`config.mk`:
```
export PLATFORM = sky130hd
export DESIGN_NAME = layer_controller
export DESIGN_NICKNAME = d
export VERILOG_FILES = /design/src/rtl/layer_controller_pkg.sv /design/src/rtl/layer_controller_node_accumulator.sv /design/src/rtl/layer_controller.sv
export SDC_FILE = /design/constraint.sdc
export NUM_CORES = 1
export LEC_CHECK = 0
export CELL_PAD_IN_SITES_DETAIL_PLACEMENT = 1
export CELL_PAD_IN_SITES_GLOBAL_PLACEMENT = 2
export CORE_ASPECT_RATIO = 1.5
export CORE_MARGIN = 2
export CORE_UTILIZATION = 34
export CTS_BUF_LIST = sky130_fd_sc_hd__clkbuf_8
export CTS_CLUSTER_DIAMETER = 120
export CTS_CLUSTER_SIZE = 20
export DETAILED_ROUTE_END_ITERATION = 10
export PLACE_DENSITY = 0.84
export REMOVE_ABC_BUFFERS = 1
export SLEW_MARGIN = 20
export SYNTH_ARGS = -nofsm -noshare
export SYNTH_HDL_FRONTEND = slang
export SYNTH_SLANG_ARGS = --single-unit
```
`constraint.sdc`:
```
create_clock -name clk -period 3.86 [get_ports clk]
set_clock_uncertainty 0.2 [all_clocks]
set_input_delay 0.579 -clock clk [delete_from_list [all_inputs] [get_ports clk]]
set_output_delay 0.579 -clock clk [all_outputs]
set_load 0.005 [all_outputs]
```
`src/rtl/layer_controller_pkg.sv`:
```
// Shared definitions for the layer controller: global defaults, FSM encoding
// and the width constants used by the saturating accumulate/clip datapath.
package layer_controller_pkg;

  // GlobalVariables: default geometry of one layer.
  localparam int unsigned DEF_NODES     = 10;
  localparam int unsigned DEF_IN_ADDR_W = 10;
  localparam int unsigned DEF_W_WIDTH   = 8;
  localparam int unsigned DEF_ACC_WIDTH = 16;
  localparam int unsigned DEF_OUT_WIDTH = 8;
  localparam int unsigned DEF_RELU_EN   = 1;

  // Headroom bits added above the accumulator so a single add cannot wrap
  // before the saturation check sees it.
  localparam int unsigned SAT_GUARD_W = 1;

  typedef enum logic [1:0] {
    IDLE   = 2'd0,
    ACCUM  = 2'd1,
    FINISH = 2'd2,
    HOLD   = 2'd3
  } lc_state_e;

  function automatic int unsigned sat_ext_width(input int unsigned acc_width);
    return acc_width + SAT_GUARD_W;
  endfunction

endpackage

```
`src/rtl/layer_controller_node_accumulator.sv`:
```
// One output node: saturating weight accumulator, bias register and the
// bias-add / activation / clip stage captured on the FINISH cycle.
module node_accumulator
  import layer_controller_pkg::*;
#(
  parameter int unsigned W_WIDTH   = DEF_W_WIDTH,
  parameter int unsigned ACC_WIDTH = DEF_ACC_WIDTH,
  parameter int unsigned OUT_WIDTH = DEF_OUT_WIDTH,
  parameter int unsigned RELU_EN   = DEF_RELU_EN
) (
  input  logic                        clk,
  input  logic                        rst_n,
  input  logic                        clear,
  input  logic                        acc_en,
  input  logic                        bias_we,
  input  logic                        finish,
  input  logic signed [W_WIDTH-1:0]   weight,
  input  logic signed [W_WIDTH-1:0]   bias_in,
  output logic [OUT_WIDTH-1:0]        out_q,
  output logic                        sat_o
);

  localparam int unsigned EXT_W = sat_ext_width(ACC_WIDTH);

  localparam logic signed [EXT_W-1:0] ACC_MAX =
    {{(SAT_GUARD_W+1){1'b0}}, {(ACC_WIDTH-1){1'b1}}};
  localparam logic signed [EXT_W-1:0] ACC_MIN =
    {{(SAT_GUARD_W+1){1'b1}}, {(ACC_WIDTH-1){1'b0}}};
  localparam logic signed [EXT_W-1:0] UMAX =
    {{(EXT_W-OUT_WIDTH){1'b0}}, {OUT_WIDTH{1'b1}}};
  localparam logic signed [EXT_W-1:0] SMAX =
    {{(EXT_W-OUT_WIDTH+1){1'b0}}, {(OUT_WIDTH-1){1'b1}}};
  localparam logic signed [EXT_W-1:0] SMIN =
    {{(EXT_W-OUT_WIDTH+1){1'b1}}, {(OUT_WIDTH-1){1'b0}}};

  logic signed [ACC_WIDTH-1:0] acc_q, acc_d;
  logic signed [W_WIDTH-1:0]   bias_q, bias_d;
  logic [OUT_WIDTH-1:0]        out_d;

  logic signed [EXT_W-1:0]     acc_sum, fin_sum, fin_val;
  logic signed [ACC_WIDTH-1:0] acc_new;
  logic [OUT_WIDTH-1:0]        out_new;
  logic                        acc_sat, fin_sat, clip;

  function automatic logic signed [ACC_WIDTH-1:0] sat_acc(
    input logic signed [EXT_W-1:0] v
  );
    if (v > ACC_MAX)      return ACC_MAX[ACC_WIDTH-1:0];
    else if (v < ACC_MIN) return ACC_MIN[ACC_WIDTH-1:0];
    else                  return v[ACC_WIDTH-1:0];
  endfunction

  always_comb begin
    acc_sum = EXT_W'(acc_q) + EXT_W'(weight);
    acc_sat = (acc_sum > ACC_MAX) || (acc_sum < ACC_MIN);
    acc_new = sat_acc(acc_sum);

    fin_sum = EXT_W'(acc_q) + EXT_W'(bias_q);
    fin_sat = (fin_sum > ACC_MAX) || (fin_sum < ACC_MIN);
    fin_val = EXT_W'(sat_acc(fin_sum));

    // ReLU clamping of negatives is the activation itself, not a clip.
    clip    = 1'b0;
    out_new = fin_val[OUT_WIDTH-1:0];
    if (RELU_EN != 0) begin
      if (fin_val[EXT_W-1]) begin
        out_new = '0;
      end else if (fin_val > UMAX) begin
        out_new = '1;
        clip    = 1'b1;
      end
    end else begin
      if (fin_val > SMAX) begin
        out_new = {1'b0, {(OUT_WIDTH-1){1'b1}}};
        clip    = 1'b1;
      end else if (fin_val < SMIN) begin
        out_new = {1'b1, {(OUT_WIDTH-1){1'b0}}};
        clip    = 1'b1;
      end
    end
  end

  always_comb begin
    acc_d  = acc_q;
    bias_d = bias_q;
    out_d  = out_q;
    if (clear)       acc_d = '0;
    else if (acc_en) acc_d = acc_new;
    if (bias_we)     bias_d = bias_in;
    if (finish)      out_d = out_new;
  end

  assign sat_o = (acc_en & acc_sat) | (finish & (fin_sat | clip));

  always_ff @(posedge clk or negedge rst_n) begin
    if (!rst_n) begin
      acc_q  <= '0;
      bias_q <= '0;
      out_q  <= '0;
    end else begin
      acc_q  <= acc_d;
      bias_q <= bias_d;
      out_q  <= out_d;
    end
  end

endmodule

```
`src/rtl/layer_controller.sv`:
```
// Layer controller: drains the input-index queue into per-node weight
// accumulators, then biases/activates and holds the result until acknowledged.
module layer_controller
  import layer_controller_pkg::*;
#(
  parameter int unsigned NODES     = DEF_NODES,
  parameter int unsigned IN_ADDR_W = DEF_IN_ADDR_W,
  parameter int unsigned W_WIDTH   = DEF_W_WIDTH,
  parameter int unsigned ACC_WIDTH = DEF_ACC_WIDTH,
  parameter int unsigned OUT_WIDTH = DEF_OUT_WIDTH,
  parameter int unsigned RELU_EN   = DEF_RELU_EN
) (
  input  logic                       clk,
  input  logic                       reset,
  input  logic                       queueEmpty,
  input  logic                       queueFinished,
  input  logic [IN_ADDR_W-1:0]       queueOut,
  output logic                       dequeue,
  output logic                       weightRd,
  output logic [IN_ADDR_W-1:0]       weightAddr,
  input  logic [NODES*W_WIDTH-1:0]   weightData,
  input  logic                       biasWe,
  input  logic [NODES*W_WIDTH-1:0]   biasIn,
  output logic                       busy,
  output logic                       outputsReady,
  input  logic                       outputsRecieved,
  output logic [NODES*OUT_WIDTH-1:0] layerOutput,
  output logic                       overflow
);

  lc_state_e        state_q, state_d;
  logic             rd_valid_q, rd_valid_d;
  logic             ready_q, ready_d;
  logic             ovf_q, ovf_d;
  logic             rd_req;
  logic             clear;
  logic             finish;
  logic             bias_we_idle;
  logic [NODES-1:0] node_sat;

  // Reads are issued straight off the FWFT head, one index per cycle.
  assign rd_req       = (state_q == ACCUM) && !queueEmpty;
  assign dequeue      = rd_req;
  assign weightRd     = rd_req;
  assign weightAddr   = queueOut;

  assign clear        = (state_q == HOLD) && outputsRecieved;
  assign finish       = (state_q == FINISH);
  assign bias_we_idle = (state_q == IDLE) && biasWe;

  assign busy         = (state_q != IDLE);
  assign outputsReady = ready_q;
  assign overflow     = ovf_q;

  always_comb begin
    state_d    = state_q;
    rd_valid_d = rd_req;
    ready_d    = ready_q;
    ovf_d      = ovf_q | (|node_sat);
    unique case (state_q)
      IDLE: begin
        if (!queueEmpty || queueFinished) state_d = ACCUM;
      end
      ACCUM: begin
        // Leave only once the last read's data has been accumulated.
        if (queueFinished && queueEmpty && !rd_valid_q) state_d = FINISH;
      end
      FINISH: begin
        ready_d = 1'b1;
        state_d = HOLD;
      end
      HOLD: begin
        if (outputsRecieved) begin
          ready_d = 1'b0;
          ovf_d   = 1'b0;
          state_d = IDLE;
        end
      end
      default: state_d = IDLE;
    endcase
  end

  always_ff @(posedge clk or negedge reset) begin
    if (!reset) begin
      state_q    <= IDLE;
      rd_valid_q <= 1'b0;
      ready_q    <= 1'b0;
      ovf_q      <= 1'b0;
    end else begin
      state_q    <= state_d;
      rd_valid_q <= rd_valid_d;
      ready_q    <= ready_d;
      ovf_q      <= ovf_d;
    end
  end

  for (genvar n = 0; n < NODES; n++) begin : g_node
    node_accumulator #(
      .W_WIDTH   (W_WIDTH),
      .ACC_WIDTH (ACC_WIDTH),
      .OUT_WIDTH (OUT_WIDTH),
      .RELU_EN   (RELU_EN)
    ) u_node (
      .clk     (clk),
      .rst_n   (reset),
      .clear   (clear),
      .acc_en  (rd_valid_q),
      .bias_we (bias_we_idle),
      .finish  (finish),
      .weight  (weightData[n*W_WIDTH +: W_WIDTH]),
      .bias_in (biasIn[n*W_WIDTH +: W_WIDTH]),
      .out_q   (layerOutput[n*OUT_WIDTH +: OUT_WIDTH]),
      .sat_o   (node_sat[n])
    );
  end

endmodule

```
After elaboration in Yosys (flattened, before gate mapping) --
Cells that the tools add are included.
Storage, ports and cells: bits in registers 325
Cells by class: eq/ne operators 6, $add $sub $neg 20, bitwise operators 41, reductions and logical operators 35, muxes and demuxes 108, magnitude comparators 50
Operators with widths (count):
- two-way mux 16 bit | 60
- adder 16 x 8 -> 17 bit | 20
- > comparator 17 x 16 -> 1 bit (second input constant) | 20
- less-than comparator 17 x 16 -> 1 bit (second input constant) | 20
- > comparator 16 x 9 -> 1 bit (second input constant) | 10
- two-way mux 8 bit | 20
- two-way mux 1 bit | 23
- logical OR 1 bit | 21
- bitwise OR 1 bit | 21
- AND 1 bit | 20
- OR reduction 10 bit | 1
- case mux 2 bit (4 select lines) | 1
- two-way mux 2 bit | 3
- nonzero test 2 bit | 3
- logical AND 1 bit | 5
- == test 2 bit (second input constant) | 2
- != test 2 x 1 -> 1 bit (second input constant) | 2
- AND reduction 3 bit | 1
- == test 2 x 1 -> 1 bit (second input constant) | 1
- zero test 1 bit | 2
- zero test 2 bit | 1
- != test 2 bit (second input constant) | 1
- case mux 1 bit (2 select lines) | 1
- AND reduction 2 bit | 1

Depth between registers and ports, before layout --
depth in word-level cells 14, depth in mapped cells 15, mapped depth without buffers 14

Cells and area by module --
Synthesis repeated with hierarchy kept, for this count alone.
Unflattened totals: cells, all modules 3326, area, all modules 29777.3 µm²
By module, submodules not included:
- node_accumulator at g_node[1].u_node ... | instances 7, cells an instance 326, area an instance 2926.6 µm²
- node_accumulator at g_node[0].u_node | instances 1, cells an instance 336, area an instance 3060.4 µm²
- node_accumulator at g_node[4].u_node | instances 1, cells an instance 340, area an instance 2919.0 µm²
- node_accumulator at g_node[8].u_node | instances 1, cells an instance 326, area an instance 2911.5 µm²
- layer_controller | instances 1, cells an instance 42, area an instance 400.4 µm²

Least setup slack after synthesis --
No wires, ideal clock.
kind input -> register, start input weightData[35], end register ovf_q, in the netlist overflow, stages 12, arrival time 3.644 ns, setup slack -0.120 ns, setup time 0.136 ns, path buffers 0, path through ha_1 > and2_1 > a311o_1 > o21ba_2 > a2111o_1 > a31o_1 > and2_4 > a221o_1 > xnor2_1 > or4_1 > o41ai_1 > nand3_1
On the way: longest elaborated chain between the ends 9
Ends and longest elaborated chain:
- start, declared | line layer_controller.sv:21 | input logic [NODES*W_WIDTH-1:0] weightData,
- adder 16 x 8 -> 17 bit * | line layer_controller_node_accumulator.sv:54 | acc_sum = EXT_W'(acc_q) + EXT_W'(weight);
- > comparator 17 x 16 -> 1 bit or less-than comparator 17 x 16 -> 1 bit (tied branches) | line layer_controller_node_accumulator.sv:55 | acc_sat = (acc_sum > ACC_MAX) || (acc_sum < ACC_MIN);
- logical OR 1 bit * | line layer_controller_node_accumulator.sv:55
- AND 1 bit * | line layer_controller_node_accumulator.sv:93 | assign sat_o = (acc_en & acc_sat) | (finish & (fin_sat | clip));
- bitwise OR 1 bit * | line layer_controller_node_accumulator.sv:93
- OR reduction 10 bit * | line layer_controller.sv:59 | ovf_d = ovf_q | (|node_sat);
- bitwise OR 1 bit * | line layer_controller.sv:59
- two-way mux 1 bit | line layer_controller.sv:73 | if (outputsRecieved) begin
- two-way mux 1 bit * | line layer_controller.sv:60 | unique case (state_q)
- via ovf_d | line layer_controller.sv:34 | logic ovf_q, ovf_d;
- end signal, assigned | line layer_controller.sv:93 | ovf_q <= ovf_d;
- end, declared | line layer_controller.sv:34
Mark *: on every way through the listed nets, which the timed path passes. The rest lies on a longest branch. A chain may end at the register's enable or synchronous reset.

Final worst setup path --
start register g_node[1].u_node.acc_q[0], end register ovf_q, in the netlist overflow
On the way: longest elaborated chain between the ends 14
Ends and longest elaborated chain:
- start, declared | line layer_controller_node_accumulator.sv:36 | logic signed [ACC_WIDTH-1:0] acc_q, acc_d;
- start signal, assigned | line layer_controller_node_accumulator.sv:97 | acc_q <= '0;
- start signal, assigned | line layer_controller_node_accumulator.sv:101 | acc_q <= acc_d;
- adder 16 x 8 -> 17 bit | line layer_controller_node_accumulator.sv:58 | fin_sum = EXT_W'(acc_q) + EXT_W'(bias_q);
- less-than comparator 17 x 16 -> 1 bit | line layer_controller_node_accumulator.sv:49, layer_controller_node_accumulator.sv:59
- two-way mux 16 bit | line layer_controller_node_accumulator.sv:49 | else if (v < ACC_MIN) return ACC_MIN[ACC_WIDTH-1:0];
- two-way mux 16 bit | line layer_controller_node_accumulator.sv:48 | if (v > ACC_MAX) return ACC_MAX[ACC_WIDTH-1:0];
- > comparator 16 x 9 -> 1 bit | line layer_controller_node_accumulator.sv:68 | end else if (fin_val > UMAX) begin
- two-way mux 1 bit | line layer_controller_node_accumulator.sv:68
- two-way mux 1 bit | line layer_controller_node_accumulator.sv:66 | if (fin_val[EXT_W-1]) begin
- bitwise OR 1 bit | line layer_controller_node_accumulator.sv:93
- AND 1 bit | line layer_controller_node_accumulator.sv:93
- bitwise OR 1 bit * | line layer_controller_node_accumulator.sv:93
- OR reduction 10 bit * | line layer_controller.sv:59
- bitwise OR 1 bit * | line layer_controller.sv:59
- two-way mux 1 bit | line layer_controller.sv:73
- two-way mux 1 bit * | line layer_controller.sv:60
- via ovf_d | line layer_controller.sv:34
Marked as above.

==> summary.md <==
| Metric | Value |
|---|---|
| Status | `finished with violations` |
| Failing checks | `setup timing` |
| Critical Path Source Type | `flip-flop` |
| # DRC | `0` |
| Max-cap violations | `0` |
| Initial Utilization | `34.2%` |
| Mean area per synthesized cell | `8.94 sq um` |
| WHS | `0.157 ns` |
| Antenna violations before repair | `9` |
| H-tree Lvls | `1` |
| Main flop type after synthesis | `dfrtp_1` |
| Period utilization | `103%` |
| Die ar. | `84900 sq um` |
| Met3 Use GR | `2.19%` |
| Clk root buf | `clkbuf_8` |
| GP Congestion | `0.857` |
| Worst-Margin Slew | `1.06 ns` |
| Cell count after synthesis | `3141` |
| Crit path kind | `flip-flop to flip-flop` |
| TritonCTS buffer count | `20` |
| IO Pins | `271` |
| Cells after DPL | `4892` |
| Arr. time, crit path | `4.32 ns` |
| Nets | `4404` |
| Initial DRC count | `987` |
| Sw power | `0.0164 W` |
| Total GRT Usage | `22.0%` |
| First-pass DRT Iterations | `7` |
| Fmax | `252 MHz` |
| DR WL/cell | `19.1 microns` |
| Final instance area | `36800 sq um` |
| Vias in the first global route | `29500` |
| Largest net degree at the start of global routing | `92` |
| Synth Cell Area | `28100 sq um` |
| M1 GR Usage | `25.0%` |
| Placed cell area | `35800 sq um` |
| Final cell count without fillers | `4936` |
| Vias after detailed routing | `27000` |
| Post-synth top area share | `29.0%` |
| # rows | `129` |
| Synth area leaders | `dfrtp_1, ha_1, a21oi_1` |
| RSZ-0062 raised after global routing | `true` |
| Comb pwr share | `76.8%` |
| Synthesis-to-layout area growth | `30.9%` |
| Power Dens Cells | `950 nW/um^2` |
| Global-route wire length before repair | `151000 microns` |
| Die Wd | `239 microns` |
| Post-synth EDFFs | `0` |
| #FFs+latches synth | `325` |
| Port bufs | `250` |
| Met2 usage | `42.6%` |
| Leakage power total | `17.2 nW` |
| ANT nets after route | `0` |
| PnR worst setup slack | `-0.102 ns` |
| CTS sink count | `325` |
| Busiest grt layer | `met2` |
| Register area share after synthesis | `29.0%` |
| Share of async-settable or async-resettable flops after synthesis | `100%` |
| # setup viols final | `1` |
| CTS tree | `done` |
| FF-to-FF path depth | `14` |
| Internal power | `0.0185 W` |
| Hold WC Path Type | `input port to asynchronous set/reset pin` |
| Clk pin slew, worst setup/hold paths | `0.14 ns` |
| Clock Power Share | `5.0%` |
| Max_slew headroom | `29.4%` |
| Max-slew violations | `0` |
| DR vias/cell | `5.48` |
| Crit-path max FO | `4` |
| Clk buf depth | `3` |
| CP Data Required Time | `4.21 ns` |
| Max VDD drop | `0.377 mV` |
| Synth unique cells | `79` |
| Die H | `356 microns` |
| Hold Violations, Final | `0` |
| Area leader, netlist | `dfrtp_1` |
| Grt ovf | `0` |
| Layout cells sized above 1 | `21.0%` |
| Fin crit period | `3.96 ns` |
| Total length of routed wires | `94400 microns` |
| Insertion delay to the later sink of the worst-skew pair | `0.67 ns` |
| Core area | `82200 sq um` |
| Filler cells | `9620` |
| Sw frac | `47.0%` |
| Synthesis Warnings | `0` |
| Post-synth top cells | `dfrtp_1, ha_1, nor2_1, a21oi_1, o21ai_0` |
| Post-DP HPWL | `75900 microns` |
| Placement Setup Slack | `-1.02 ns` |
| Part of the power in registers | `18.2%` |
| Fin Setup TNS | `-0.102 ns` |
| Crit. End Element | `flip-flop` |
==> worst max-delay path, cell delays in order (launching register included) <==
cell and delay (ns):
dfrtp_1 0.38, ha_2 0.18, inv_1 0.06, fa_2 0.36, nand2b_4 0.16, a21oi_4 0.14
o31a_1 0.27, a41o_1 0.27, mux2_4 0.33, nor4_4 0.25, nand4_1 0.26, a211oi_2 0.36
o2111ai_4 0.18, o311ai_4 0.31, nand3_1 0.12
==> cells by family (layout without fill, tap and decap cells) <==
family          count (synthesis)  in the layout  share of synthesized area, %
compound gates               1078           1078                          26.8
xor+xnor                      205            205                          6.39
fa+ha+maj                     346            346                          15.9
buf+inv                       256            999                          3.60
flops                         325            325                          29.0
mux                           107            107                          4.21
other cells                     0              4                             0
simple gates                  824            824                          14.1
==> metrics by stage <==
step	power, W	util, %
after global placement	0.0317	43.6
after detailed placement	0.0325	43.6
after floorplan	0.0219	-
final	0.0349	44.8
after global routing	0.0383	44.7
after CTS	0.0347	44.3
==> sequential cells by signal, summed over array words and instances, names as in the netlist <==
signal and flops:
outputsReady 1, g_node.u_node.acc_q 160, g_node.u_node.bias_q 80, state_q 2, rd_valid_q 1, overflow 1, g_node.u_node.out_q 80
==> layout by cell type, fill, tap and decap left out, types with 30 or more instances in the layout <==
cell             Yosys  final
buf_4               11    562
ha_1               325    322
dfrtp_1            325    321
nor2_1             259    249
clkdlybuf4s50_1      0    249
a21oi_1            245    229
nand2_1            179    178
o21ai_0            184    176
inv_1              150    148
xnor2_1            139    139
a221o_1            118    118
a21o_1              99     99
mux2_2              88     87
nand3_1             67     67
xor2_1              66     65
nor3_1              60     58
nand2b_1            53     52
o21a_1              52     52
o211ai_1            51     51
nor2b_1             48     47
a211oi_1            55     47
o2bb2ai_1           32     32
a31oi_1             34     30
==> repair_timing <==
action,4_1_cts,5_1_grt
gates cloned,0,1
endpoints found under the setup margin,61,143
hold buffers,1,0
gates resized for setup,47,73
pin swaps,20,22
endpoints found under the hold margin,139,0
buffers inserted,6,12
==> metal layers <==
| metal | wire, microns | part of all wire, % |
|---|---|---|
| met5 | 78 | 0.083 |
| met4 | 2750 | 2.9 |
| met3 | 2530 | 2.7 |
| met2 | 50400 | 53 |
| met1 | 38700 | 41 |
==> final cells by class <==
class	count	area (sq um)	area share, %
tap	1048	1310	3.57
clock buffer	21	289	0.786
timing repair buffer	826	6980	19.0
antenna	4	10.0	0.0272
multi-input combinational	2560	19500	52.9
inverter	150	563	1.53
sequential	325	8140	22.1
clock inverter	2	21.3	0.0579
==> power by group through the flow <==
| stage | clock, W | combinational [W] | sequential (W) |
|---|---|---|---|
| after floorplan | 0 | 0.0159 | 0.00601 |
| after global placement | 0 | 0.0253 | 0.00643 |
| after detailed placement | 0 | 0.0260 | 0.00647 |
| after CTS | 0.00186 | 0.0265 | 0.00640 |
| after global routing | 0.00195 | 0.0297 | 0.00659 |
| final | 0.00175 | 0.0268 | 0.00637 |
==> final timing paths <==
kind                                                  startpoint                                    end  slack (ns)
setup / recovery           g_node[1].u_node.acc_q[0]$_DFFE_PN0P_                     overflow$_DFF_PN0_       -0.10
max in group asynchronous                                  reset  g_node[2].u_node.out_q[5]$_DFFE_PN0P_        2.33
min in group clk           g_node[4].u_node.out_q[5]$_DFFE_PN0P_  g_node[4].u_node.out_q[5]$_DFFE_PN0P_        0.29
setup reg to reg           g_node[1].u_node.acc_q[0]$_DFFE_PN0P_                     overflow$_DFF_PN0_       -0.10
hold reg to reg            g_node[4].u_node.out_q[5]$_DFFE_PN0P_  g_node[4].u_node.out_q[5]$_DFFE_PN0P_        0.29
hold / removal                                             reset  g_node[3].u_node.acc_q[1]$_DFFE_PN0P_        0.16
(Power assumes the default switching activity.)
